<file path="config.mk">
export PLATFORM = sky130hd
export DESIGN_NAME = muldiv_unit
export DESIGN_NICKNAME = d
export VERILOG_FILES = /design/src/rtl/muldiv_unit_pkg.sv /design/src/rtl/muldiv_unit.sv
export SDC_FILE = /design/constraint.sdc
export NUM_CORES = 1
export LEC_CHECK = 0
export BUFFER_PORTS_ARGS = -buffer_cell sky130_fd_sc_hd__buf_2
export CAP_MARGIN = 20
export CORE_MARGIN = 8
export CORE_UTILIZATION = 56
export CTS_CLUSTER_DIAMETER = 100
export CTS_CLUSTER_SIZE = 40
export DETAILED_ROUTE_END_ITERATION = 8
export MAX_ROUTING_LAYER = met4
export PLACE_DENSITY = 0.76
export SETUP_SLACK_MARGIN = 0.3
export SYNTH_ARGS = -nofsm -noshare
export SYNTH_HDL_FRONTEND = slang
export SYNTH_SLANG_ARGS = --single-unit
</file>
<file path="constraint.sdc">
create_clock -name clk -period 4.9 [get_ports clk]
set_input_delay 0 -clock clk [delete_from_list [all_inputs] [get_ports clk]]
set_output_delay 0 -clock clk [all_outputs]
set_load 0.05 [all_outputs]
</file>
<file path="src/rtl/muldiv_unit_pkg.sv">
// muldiv_unit_pkg
//   Shared definitions for the RV32M multiply/divide unit.
//   - MULDIV_* : funct3 (Instr[14:12]) encodings of the eight M-extension ops.
//   - Helper functions that classify an op:
//     - is it a divide?
//     - is operand A signed?
//     - is operand B signed?
package muldiv_unit_pkg;

  localparam logic [2:0] MULDIV_MUL    = 3'b000;
  localparam logic [2:0] MULDIV_MULH   = 3'b001;
  localparam logic [2:0] MULDIV_MULHSU = 3'b010;
  localparam logic [2:0] MULDIV_MULHU  = 3'b011;
  localparam logic [2:0] MULDIV_DIV    = 3'b100;
  localparam logic [2:0] MULDIV_DIVU   = 3'b101;
  localparam logic [2:0] MULDIV_REM    = 3'b110;
  localparam logic [2:0] MULDIV_REMU   = 3'b111;

  // funct3[2] separates the divide/remainder group from the multiply group.
  function automatic logic op_is_div(input logic [2:0] f);
    return f[2];
  endfunction

  // Operand A (multiplicand / dividend) is signed for MUL, MULH, MULHSU, DIV and REM.
  function automatic logic op_a_signed(input logic [2:0] f);
    return (f == MULDIV_MUL) || (f == MULDIV_MULH) || (f == MULDIV_MULHSU) ||
           (f == MULDIV_DIV) || (f == MULDIV_REM);
  endfunction

  // Operand B (multiplier / divisor) is signed for MUL, MULH, DIV and REM.
  function automatic logic op_b_signed(input logic [2:0] f);
    return (f == MULDIV_MUL) || (f == MULDIV_MULH) ||
           (f == MULDIV_DIV) || (f == MULDIV_REM);
  endfunction

endpackage

</file>
<file path="src/rtl/muldiv_unit.sv">
// muldiv_unit
//   Iterative RV32M multiply/divide unit.
//   - One radix-2 step is performed per clock, DATA_WIDTH steps in total.
//   - One extra clock applies the sign correction and registers the result.
//   - Every op has the same fixed latency.
//
// Ports
//   clk       in   1           clock
//   rst       in   1           synchronous active-high reset
//   start     in   1           request, accepted in IDLE or DONE
//   kill      in   1           abort in-flight op (pipeline flush)
//   funct3    in   3           op select, sampled with start
//   rs1_data  in   DATA_WIDTH  operand A (multiplicand / dividend)
//   rs2_data  in   DATA_WIDTH  operand B (multiplier / divisor)
//   busy      out  1           op in flight
//   done      out  1           one-cycle result-valid pulse
//   result    out  DATA_WIDTH  registered result, held until the next op completes
module muldiv_unit
  import muldiv_unit_pkg::*;
#(
  parameter int DATA_WIDTH = 32
) (
  input  logic                  clk,
  input  logic                  rst,
  input  logic                  start,
  input  logic                  kill,
  input  logic [2:0]            funct3,
  input  logic [DATA_WIDTH-1:0] rs1_data,
  input  logic [DATA_WIDTH-1:0] rs2_data,
  output logic                  busy,
  output logic                  done,
  output logic [DATA_WIDTH-1:0] result
);

  localparam int W  = DATA_WIDTH;
  localparam int CW = $clog2(DATA_WIDTH);

  typedef enum logic [1:0] {
    S_IDLE = 2'd0,
    S_BUSY = 2'd1,
    S_DONE = 2'd2
  } state_t;

  state_t          state_reg;
  logic [CW-1:0]   count_reg;
  logic [2:0]      op_reg;
  // Mul: {partial product high, multiplier shifting out}.
  // Div: {partial remainder, dividend shifting in quotient bits}.
  logic [2*W-1:0]  acc_reg;
  // Mul: multiplicand magnitude. Div: divisor magnitude.
  logic [W-1:0]    opnd_reg;
  logic [W-1:0]    a_raw_reg;
  logic            neg_q_reg;
  logic            neg_r_reg;
  logic            div0_reg;
  logic            busy_reg;
  logic            done_reg;
  logic [W-1:0]    result_reg;

  // ---------------- operand preparation (at acceptance) ----------------
  logic          sign_a;
  logic          sign_b;
  logic [W-1:0]  a_mag;
  logic [W-1:0]  b_mag;
  logic          accept;

  always_comb begin
    sign_a = op_a_signed(funct3) & rs1_data[W-1];
    sign_b = op_b_signed(funct3) & rs2_data[W-1];
    a_mag  = sign_a ? (~rs1_data + 1'b1) : rs1_data;
    b_mag  = sign_b ? (~rs2_data + 1'b1) : rs2_data;
    accept = start && ((state_reg == S_IDLE) || (state_reg == S_DONE));
  end

  // ---------------- shared iteration datapath ----------------
  // A single adder serves both modes.
  // Mul: add the multiplicand when the multiplier LSB is 1.
  // Div: subtract the divisor (two's complement with carry-in);
  //      the top bit of the sum acts as the borrow.
  logic            is_div_op;
  logic [W:0]      addsub_x;
  logic [W+1:0]    addsub_y;
  logic [W+1:0]    addsub_sum;
  logic [2*W-1:0]  acc_next;

  always_comb begin
    is_div_op = op_is_div(op_reg);
    if (is_div_op) begin
      addsub_x = acc_reg[2*W-1:W-1];
      addsub_y = ~{2'b00, opnd_reg};
    end else begin
      addsub_x = {1'b0, acc_reg[2*W-1:W]};
      addsub_y = acc_reg[0] ? {2'b00, opnd_reg} : '0;
    end
    addsub_sum = {1'b0, addsub_x} + addsub_y + {{(W+1){1'b0}}, is_div_op};

    if (is_div_op) begin
      // Restoring step: keep the difference only if it did not borrow.
      if (addsub_sum[W+1]) acc_next = {acc_reg[2*W-2:0], 1'b0};
      else                 acc_next = {addsub_sum[W-1:0], acc_reg[W-2:0], 1'b1};
    end else begin
      acc_next = {addsub_sum[W:0], acc_reg[W-1:1]};
    end
  end

  // ---------------- sign correction / result select ----------------
  logic [2*W-1:0]  prod_fix;
  logic [W-1:0]    quot_fix;
  logic [W-1:0]    rem_fix;
  logic [W-1:0]    final_val;

  always_comb begin
    prod_fix = neg_q_reg ? (~acc_reg + 1'b1) : acc_reg;
    quot_fix = neg_q_reg ? (~acc_reg[W-1:0] + 1'b1) : acc_reg[W-1:0];
    rem_fix  = neg_r_reg ? (~acc_reg[2*W-1:W] + 1'b1) : acc_reg[2*W-1:W];
    // Divide by zero: the iteration would yield an all-ones quotient
    // but a sign-flipped one for negative dividends, so both results are forced here.
    if (div0_reg) begin
      quot_fix = '1;
      rem_fix  = a_raw_reg;
    end
    case (op_reg)
      MULDIV_MUL:                           final_val = prod_fix[W-1:0];
      MULDIV_MULH, MULDIV_MULHSU,
      MULDIV_MULHU:                         final_val = prod_fix[2*W-1:W];
      MULDIV_DIV, MULDIV_DIVU:              final_val = quot_fix;
      default:                              final_val = rem_fix;
    endcase
  end

  // ---------------- FSM with registered outputs ----------------
  always_ff @(posedge clk) begin
    if (rst) begin
      state_reg  <= S_IDLE;
      count_reg  <= '0;
      op_reg     <= '0;
      acc_reg    <= '0;
      opnd_reg   <= '0;
      a_raw_reg  <= '0;
      neg_q_reg  <= 1'b0;
      neg_r_reg  <= 1'b0;
      div0_reg   <= 1'b0;
      busy_reg   <= 1'b0;
      done_reg   <= 1'b0;
      result_reg <= '0;
    end else if (kill) begin
      state_reg <= S_IDLE;
      count_reg <= '0;
      busy_reg  <= 1'b0;
      done_reg  <= 1'b0;
    end else begin
      case (state_reg)
        S_IDLE: begin
          done_reg <= 1'b0;
        end
        S_BUSY: begin
          done_reg  <= 1'b0;
          acc_reg   <= acc_next;
          count_reg <= count_reg + 1'b1;  // wraps to 0 on the last step
          if (count_reg == CW'(W - 1)) state_reg <= S_DONE;
        end
        S_DONE: begin
          result_reg <= final_val;
          done_reg   <= 1'b1;
          busy_reg   <= 1'b0;
          state_reg  <= S_IDLE;
        end
        default: begin
          state_reg <= S_IDLE;
          busy_reg  <= 1'b0;
          done_reg  <= 1'b0;
        end
      endcase

      // Acceptance from IDLE or DONE; in DONE this overrides the return to IDLE.
      if (accept) begin
        state_reg <= S_BUSY;
        busy_reg  <= 1'b1;
        count_reg <= '0;
        op_reg    <= funct3;
        a_raw_reg <= rs1_data;
        div0_reg  <= op_is_div(funct3) && (rs2_data == '0);
        if (op_is_div(funct3)) begin
          acc_reg   <= {{W{1'b0}}, a_mag};
          opnd_reg  <= b_mag;
          neg_q_reg <= sign_a ^ sign_b;
          neg_r_reg <= sign_a;
        end else begin
          acc_reg   <= {{W{1'b0}}, b_mag};
          opnd_reg  <= a_mag;
          neg_q_reg <= sign_a ^ sign_b;
          neg_r_reg <= 1'b0;
        end
      end
    end
  end

  assign busy   = busy_reg;
  assign done   = done_reg;
  assign result = result_reg;

endmodule
</file>
==> out/qor.json, run 1 <==
{
  "use_met1": {"value": 47.2, "unit": "%"},
  "postSynthNetCount": {"value": 2115},
  "cp_data_required_time": {"value": 5220, "unit": "ps"},
  "largest_reg_flops": {"value": 64},
  "finalSetupViolations": {"value": 0},
  "max_slew_margin": {"value": 22.2, "unit": "%"},
  "hold_violation_total_from_the_final_report": {"value": 0},
  "synth_enable_flop_cells": {"value": 0},
  "worst_hold_path_type": {"value": "in2reg"},
  "insertion_delay": {"value": 440, "unit": "ps"},
  "p_leak": {"value": 5.94, "unit": "nW"},
  "placedCellCount": {"value": 2291},
  "layout_cells_sized_above_1": {"value": 11.3, "unit": "%"},
  "setup_repair_after_global_routing_missed_its_margin": {"value": "false"},
  "final.setup_skew": {"value": 16.1, "unit": "ps"},
  "cts-buffers-inserted": {"value": 17},
  "design.final.nets": {"value": 2131},
  "worst_setup_path_start_kind": {"value": "register"},
  "first_iter_violations": {"value": 2179},
  "synth.distinct_cells": {"value": 68},
  "crit_path_max_fanout": {"value": 104},
  "netlist_area": {"value": 0.0142, "unit": "mm^2"},
  "routed_wire_length_per_instance": {"value": 22.2, "unit": "um"},
  "vdd_drop_max": {"value": 0.209, "unit": "mV"},
  "route.vias.total": {"value": 15700},
  "grt_first_pass_wirelength": {"value": 80.5, "unit": "mm"},
  "die_w": {"value": 175, "unit": "um"},
  "worst_setup_path_end_kind": {"value": "register"},
  "boundaryPins": {"value": 105},
  "fp.dieArea": {"value": 0.0306, "unit": "mm^2"},
  "detailed_place_hpwl": {"value": 38.2, "unit": "mm"},
  "setup_total_negative_slack": {"value": 0, "unit": "ps"},
  "finalCritPeriodShare": {"value": 85.6, "unit": "%"},
  "tightest_slew": {"value": 1160, "unit": "ps"},
  "globalplace.congestion": {"value": 0.980},
  "start_to_end_type_of_the_worst_setup_path": {"value": "reg2reg"},
  "post-route-worst-setup-slack": {"value": 707, "unit": "ps"},
  "global_route.overflow_total": {"value": 0},
  "detail_route.vias_per_cell": {"value": 6.63},
  "worst_setup_path_startpoint": {"value": "op_reg[2]"},
  "post-place-ws": {"value": 724, "unit": "ps"},
  "run_status": {"value": "complete, no violations"},
  "total_of_buffers_placed_on_input_and_output_ports": {"value": 104},
  "vertical_die_dimension": {"value": 175, "unit": "um"},
  "ys_seq_elements": {"value": 175},
  "clk_pin_slew": {"value": 80, "unit": "ps"},
  "placeableCoreArea": {"value": 0.0250, "unit": "mm^2"},
  "hold_depth": {"value": 4},
  "drt_pass1_iterations": {"value": 6},
  "use_met3": {"value": 5.48, "unit": "%"},
  "grt_start_max_net_pins": {"value": 105},
  "critical_path_arrival": {"value": 4510, "unit": "ps"},
  "post-cts-setup-buffers": {"value": 0},
  "holdCritStartpoint": {"value": "rs2_data[23]"},
  "floorplan.initialDensity": {"value": 56.6, "unit": "%"},
  "synth_instances": {"value": 2004},
  "area_growth_syn_to_layout": {"value": 10.9, "unit": "%"},
  "post-route-min-period": {"value": 4190, "unit": "ps"},
  "synth_sequential_area_ratio": {"value": 24.7, "unit": "%"},
  "tritoncts": {"value": "yes"},
  "ant_nets": {"value": 0},
  "via_count_of_the_first_global_routing_pass": {"value": 14000},
  "numClockSinks": {"value": 175},
  "met2_layer_usage_reported_by_global_route": {"value": 47.3, "unit": "%"},
  "cts-root-buf": {"value": "sky130_fd_sc_hd__clkbuf_16"},
  "detailed_route_drc_error_count": {"value": 0},
  "busiest_layer": {"value": "met2"},
  "asyncSetResetFlopFracSynth": {"value": 0, "unit": "%"},
  "drv_cap": {"value": 0},
  "cell_count_final_fillers_out": {"value": 2365},
  "grt_antenna_before_repair": {"value": 0},
  "slew_viol_final": {"value": 0},
  "synth_ff_type": {"value": "sky130_fd_sc_hd__dfxtp_1"},
  "clock.fmax": {"value": 0.239, "unit": "GHz"},
  "r2r.worst_path.cells": {"value": 12},
  "total_number_of_placement_rows": {"value": 58},
  "routed_wirelength": {"value": 52.6, "unit": "mm"},
  "grt_use_total": {"value": 33.9, "unit": "%"},
  "avgSynthCellArea": {"value": 7.07, "unit": "um^2"},
  "max-clock-path-buffers": {"value": 2},
  "crit-reg2reg-launch": {"value": "op_reg[2]"},
  "yosys_warnings": {"value": 0},
  "clock_tree.htree_level_count": {"value": 4},
  "pwr_density_cell": {"value": 242, "unit": "mW/mm^2"}
}
==> cell usage in the layout, fill, tap and decap left out, types with 23 or more instances in the layout <==
master,Yosys,final
sky130_fd_sc_hd__nand2_1,285,285
sky130_fd_sc_hd__o21ai_0,210,210
sky130_fd_sc_hd__nor2_1,181,180
sky130_fd_sc_hd__dfxtp_1,175,172
sky130_fd_sc_hd__a21oi_1,165,165
sky130_fd_sc_hd__buf_2,4,103
sky130_fd_sc_hd__xor2_1,95,95
sky130_fd_sc_hd__xnor2_1,84,84
sky130_fd_sc_hd__nor3_1,61,60
sky130_fd_sc_hd__nand3_1,50,50
sky130_fd_sc_hd__mux2i_1,49,49
sky130_fd_sc_hd__dlygate4sd3_1,0,40
sky130_fd_sc_hd__ha_1,38,38
sky130_fd_sc_hd__a211oi_1,36,36
sky130_fd_sc_hd__o31ai_1,33,33
sky130_fd_sc_hd__buf_4,0,32
sky130_fd_sc_hd__mux2_2,30,30
sky130_fd_sc_hd__o211ai_1,29,29
sky130_fd_sc_hd__inv_1,27,27
sky130_fd_sc_hd__o221ai_1,24,24
sky130_fd_sc_hd__o22ai_1,24,24
sky130_fd_sc_hd__or3_1,24,23
sky130_fd_sc_hd__or4_1,23,23
==> logic make-up after synthesis <==
kind of cell / count (synthesis) / share of synthesized area [%]
buffers and inverters: 210 / 5.67
muxes: 79 / 5.85
and+or+nand+nor: 710 / 22.6
xor gates and xnor gates: 179 / 11.1
AOI/OAI and AO/OA: 611 / 26.4
DFF: 175 / 24.7
adders and majority gates: 40 / 3.64
==> metal layers <==
layer	part of all wire, %	routed length (um)	vias to the layer above
met2	41	21600	1036
met5	0	0	-
met3	12	6090	148
li1	-	-	7209
met4	4.9	2570	0
met1	43	22400	7284
==> per-stage QoR <==
| stage | power [mW] | hold WS [ps] | util, % | instance area (um^2) |
|---|---|---|---|---|
| 5_1_grt | 3.93 | 46.3 | 62.7 | 15700 |
| 2_1_floorplan | 2.13 | 136 | - | 14200 |
| 3_3_place_gp | 2.39 | 280 | 58.8 | 14700 |
| 6_report | 3.80 | 9.96 | 62.7 | 15700 |
| 4_1_cts | 3.76 | 4.86 | 62.7 | 15700 |
| 3_5_place_dp | 2.40 | 282 | 58.8 | 14700 |
==> cell type report <==
class	count	area, um^2
Inverter	29	109
Clock inverter	15	145
Tap cell	330	413
Clock buffer	17	425
Multi-Input combinational cell	1619	9880
Antenna cell	2	5.00
Timing Repair Buffer	178	1220
Fill cell	2286	9340
Sequential cell	175	3510
==> power by group <==
part	total, mW	leakage [nW]	internal [mW]	switching [mW]
sequential	1.58	1.43	1.48	0.103
combinational	0.851	4.23	0.310	0.540
clock	1.37	0.280	0.677	0.691
total	3.80	5.94	2.47	1.33
==> cell usage after synthesis, drive strengths merged (4+ instances only) <==
library cell | n | area, um^2
a21oi | 165 | 826
o221ai | 24 | 210
a211oi | 36 | 270
xnor2 | 84 | 736
or3 | 24 | 150
a21o | 5 | 37.5
clkbuf | 154 | 581
a31oi | 13 | 81.3
nor2b | 9 | 56.3
nand4 | 8 | 50.1
and2 | 5 | 31.3
nor2 | 181 | 679
nand2 | 285 | 1070
o31ai | 35 | 282
or2 | 10 | 62.6
mux2i | 49 | 490
mux2 | 30 | 338
nand3 | 50 | 250
o41ai | 12 | 120
o21a | 4 | 30.0
nor3 | 61 | 305
and3 | 7 | 43.8
a311oi | 12 | 105
ha | 38 | 475
buf | 27 | 114
nor4 | 19 | 119
nand2b | 12 | 75.1
o21ai | 215 | 1080
dfxtp | 175 | 3500
or4 | 26 | 206
a221oi | 16 | 146
o21bai | 4 | 30.0
xor2 | 95 | 832
nor3b | 5 | 37.5
o211ai | 29 | 218
inv | 28 | 105
o22ai | 24 | 150
==> path summary, 6_finish.rpt <==
kind,endpoint,slack [ps]
max,acc_reg[35],710
min,div0_reg,10
max reg2reg,acc_reg[35],710
min reg2reg,a_raw_reg[26],460
==> critical path: stages (launching register included) <==
cell and delay (ps):
sky130_fd_sc_hd__dfxtp_4 370, sky130_fd_sc_hd__buf_12 440, sky130_fd_sc_hd__mux2_2 400, sky130_fd_sc_hd__ha_1 380
sky130_fd_sc_hd__a21oi_1 190, sky130_fd_sc_hd__o21ai_0 210, sky130_fd_sc_hd__o21bai_1 250, sky130_fd_sc_hd__a311oi_1 380
sky130_fd_sc_hd__nor4_1 90, sky130_fd_sc_hd__o21a_1 170, sky130_fd_sc_hd__or3_2 740, sky130_fd_sc_hd__o221ai_1 300
sky130_fd_sc_hd__o21ai_0 110
==> timing repair <==
action,in CTS,in global routing
gates resized for setup,0,1
endpoints found under the setup margin,0,26
endpoints found under the hold margin,41,0
hold buffers,40,0
(Power assumes the default switching activity.)
==> run 2, diff against run 1 <==
Settings changed: ABC_AREA set to 1, PLACE_DENSITY 0.76 to 0.75.
==> out/qor.json, run 2 <==
{
  "run_status": {"value": "complete, no violations"},
  "vdd_drop_max": {"value": 0.259, "unit": "mV"},
  "final.fill_count": {"value": 3089},
  "vertical_die_dimension": {"value": 193, "unit": "um"},
  "critical_path_arrival": {"value": 3990, "unit": "ps"},
  "clock.fmax": {"value": 0.273, "unit": "GHz"},
  "global_route.overflow_total": {"value": 0},
  "clk_pin_slew": {"value": 90, "unit": "ps"},
  "die_w": {"value": 193, "unit": "um"},
  "crit-reg2reg-launch": {"value": "op_reg[2]"},
  "grt_antenna_before_repair": {"value": 4},
  "worst_setup_path_end_kind": {"value": "register"},
  "synth_instances": {"value": 3192},
  "ant_nets": {"value": 0},
  "start_to_end_type_of_the_worst_setup_path": {"value": "reg2reg"},
  "drt_pass1_iterations": {"value": 7},
  "setup_repair_after_global_routing_missed_its_margin": {"value": "false"},
  "fp.dieArea": {"value": 0.0371, "unit": "mm^2"},
  "sequential_cell_area": {"value": 0.00351, "unit": "mm^2"},
  "finalCritPeriodShare": {"value": 74.8, "unit": "%"},
  "grt_start_max_net_pins": {"value": 108},
  "detailed_route_drc_error_count": {"value": 0},
  "floorplan.initialDensity": {"value": 57.0, "unit": "%"},
  "via_count_of_the_first_global_routing_pass": {"value": 20000},
  "clock_tree.htree_level_count": {"value": 4},
  "total_number_of_placement_rows": {"value": 64},
  "crit_path_max_fanout": {"value": 56},
  "hold_violation_total_from_the_final_report": {"value": 0},
  "routed_wire_length_per_instance": {"value": 20.8, "unit": "um"},
  "cp_data_required_time": {"value": 5230, "unit": "ps"},
  "pwr_density_cell": {"value": 240, "unit": "mW/mm^2"},
  "p_leak": {"value": 9.92, "unit": "nW"},
  "cts-root-buf": {"value": "sky130_fd_sc_hd__clkbuf_16"},
  "insertion_delay": {"value": 480, "unit": "ps"},
  "ys_seq_elements": {"value": 175},
  "numClockSinks": {"value": 175},
  "drv_cap": {"value": 0},
  "worst_setup_path_start_kind": {"value": "register"},
  "multi_input_area": {"value": 0.0117, "unit": "mm^2"},
  "r2r.worst_path.cells": {"value": 15},
  "max_slew_margin": {"value": 18.9, "unit": "%"},
  "worst_setup_path_startpoint": {"value": "op_reg[2]"},
  "post-route-worst-setup-slack": {"value": 1240, "unit": "ps"},
  "globalplace.congestion": {"value": 1.11},
  "yosys_warnings": {"value": 0},
  "synth_top_cells_by_count": {"value": "sky130_fd_sc_hd__nand2_1, sky130_fd_sc_hd__inv_1, sky130_fd_sc_hd__nor2_1"},
  "detailed_place_hpwl": {"value": 59.1, "unit": "mm"},
  "max-clock-path-buffers": {"value": 2},
  "routed_wirelength": {"value": 75.8, "unit": "mm"},
  "slew_viol_final": {"value": 0},
  "holdCritStartpoint": {"value": "rs2_data[3]"},
  "tightest_slew": {"value": 1210, "unit": "ps"},
  "hold_depth": {"value": 5},
  "setup_total_negative_slack": {"value": 0, "unit": "ps"},
  "grt_first_pass_wirelength": {"value": 114, "unit": "mm"},
  "boundaryPins": {"value": 105},
  "synth.distinct_cells": {"value": 51},
  "postSynthNetCount": {"value": 3303},
  "top_cell_type_s_share_of_synthesized_area": {"value": 20.1, "unit": "%"},
  "synthMostInstantiatedCell": {"value": "sky130_fd_sc_hd__nand2_1"},
  "placeableCoreArea": {"value": 0.0307, "unit": "mm^2"},
  "asyncSetResetFlopFracSynth": {"value": 0, "unit": "%"},
  "largest_reg_flops": {"value": 64},
  "mostFrequentLayoutCells": {"value": "sky130_fd_sc_hd__nand2_1, sky130_fd_sc_hd__inv_1, sky130_fd_sc_hd__nor2_1"},
  "route.vias.total": {"value": 22100},
  "tritoncts": {"value": "yes"},
  "design.final.nets": {"value": 3348},
  "post-route-min-period": {"value": 3660, "unit": "ps"},
  "final.setup_skew": {"value": 17.9, "unit": "ps"},
  "layout_cells_sized_above_1": {"value": 8.34, "unit": "%"},
  "synth_enable_flop_cells": {"value": 0},
  "netlist_area": {"value": 0.0175, "unit": "mm^2"},
  "finalSetupViolations": {"value": 0},
  "most_common_cell_after_layout_fill_and_taps_aside": {"value": "sky130_fd_sc_hd__nand2_1"},
  "synth.largest_area_cell": {"value": "sky130_fd_sc_hd__nand2_1"},
  "avgSynthCellArea": {"value": 5.48, "unit": "um^2"},
  "post-place-ws": {"value": 1330, "unit": "ps"},
  "total_of_buffers_placed_on_input_and_output_ports": {"value": 104},
  "grt_use_total": {"value": 41.2, "unit": "%"},
  "area_growth_syn_to_layout": {"value": 9.54, "unit": "%"},
  "synth_sequential_area_ratio": {"value": 20.0, "unit": "%"},
  "synth_ff_type": {"value": "sky130_fd_sc_hd__dfxtp_1"},
  "first_iter_violations": {"value": 3199},
  "cts-buffers-inserted": {"value": 17},
  "cts-resized-gates": {"value": 0},
  "detail_route.vias_per_cell": {"value": 6.04},
  "synth.top_cells.by_area": {"value": "sky130_fd_sc_hd__nand2_1, sky130_fd_sc_hd__dfxtp_1, sky130_fd_sc_hd__inv_1, sky130_fd_sc_hd__nand3_1, sky130_fd_sc_hd__nor2_1"},
  "worst_hold_path_type": {"value": "in2reg"}
}
[run 2: cell types whose count changed after synthesis, moves of 27 or more]
cell | before | now
sky130_fd_sc_hd__nand2_1 | 285 | 938
sky130_fd_sc_hd__inv_1 | 27 | 411
sky130_fd_sc_hd__nand3_1 | 50 | 308
sky130_fd_sc_hd__nor2_1 | 181 | 336
sky130_fd_sc_hd__xnor2_1 | 84 | 9
sky130_fd_sc_hd__a21oi_1 | 165 | 236
sky130_fd_sc_hd__clkbuf_1 | 152 | 98
sky130_fd_sc_hd__mux2i_1 | 49 | 0
sky130_fd_sc_hd__a211oi_1 | 36 | 2
sky130_fd_sc_hd__nor3_1 | 61 | 27
sky130_fd_sc_hd__o21ai_0 | 210 | 242
sky130_fd_sc_hd__o31ai_1 | 33 | 1
sky130_fd_sc_hd__mux2_2 | 30 | 0
sky130_fd_sc_hd__xor2_1 | 95 | 68
[run 2: power by group]
| part | internal (mW) | switching [mW] |
|---|---|---|
| logic | 0.453 | 1.12 |
| registers | 1.49 | 0.0964 |
| clock network | 0.692 | 0.748 |
| total | 2.63 | 1.97 |
[run 2: layer usage]
metal	global-route usage, %	routed length, um	up-vias
met5	-	0	-
met4	23.4	5130	0
met3	9.70	9240	339
met2	61.7	32400	1524
met1	50.3	29100	9877
li1	-	-	10300
[run 2: kinds of logic after synthesis]
| family | count (synthesis) | share of synthesized area, % |
|---|---|---|
| flops | 175 | 20.0 |
| simple gates | 1721 | 41.4 |
| buf+inv | 580 | 12.9 |
| xor+xnor | 77 | 3.86 |
| compound gates | 599 | 18.9 |
| fa+ha+maj | 40 | 2.95 |
[run 2: worst max-delay path, stage by stage, from the launching register on]
cell	delay (ps)
sky130_fd_sc_hd__dfxtp_2	340
sky130_fd_sc_hd__inv_4	380
sky130_fd_sc_hd__buf_4	450
sky130_fd_sc_hd__o21ai_0	170
sky130_fd_sc_hd__ha_1	430
sky130_fd_sc_hd__nand2_1	130
sky130_fd_sc_hd__nor2_1	190
sky130_fd_sc_hd__nand2_1	180
sky130_fd_sc_hd__nor2_4	160
sky130_fd_sc_hd__nand2_4	70
sky130_fd_sc_hd__nand2_4	390
sky130_fd_sc_hd__inv_2	230
sky130_fd_sc_hd__o21ai_0	120
sky130_fd_sc_hd__nand2_1	70
sky130_fd_sc_hd__nand2_1	60
sky130_fd_sc_hd__a21oi_1	60
[run 2: layout make-up]
cell class	instances	share of cell area [%]
timing repair buffer	170	5.93
sequential	175	18.3
inverter	436	8.56
tap	396	2.59
clock inverter	15	0.980
antenna	4	0.0523
clock buffer	17	2.22
multi-input combinational	2437	61.3
[run 2: worst paths after layout]
kind / end / slack [ps]
min: opnd_reg[3] / 20
min reg2reg: a_raw_reg[19] / 460
max reg2reg: acc_reg[32] / 1240
max: acc_reg[32] / 1240
[run 2: what timing repair did]
item	CTS	global route
setup buffers	0	0
hold buffers	43	0
endpoints found under the hold margin	47	0
endpoints found under the setup margin	0	0
[run 2: per-stage QoR]
stage | std cells | instance area [um^2] | hold slack [ps] | utilization (%) | power [mW]
floorplan | 3192 | 17500 | 135 | - | 2.59
global placement | 3571 | 18100 | 310 | 59.0 | 3.07
detailed placement | 3571 | 18100 | 321 | 59.0 | 3.08
CTS | 3646 | 19100 | 5.53 | 62.4 | 4.51
global route | 3650 | 19100 | 46.0 | 62.4 | 4.77
finish | 3650 | 19100 | 15.5 | 62.4 | 4.60
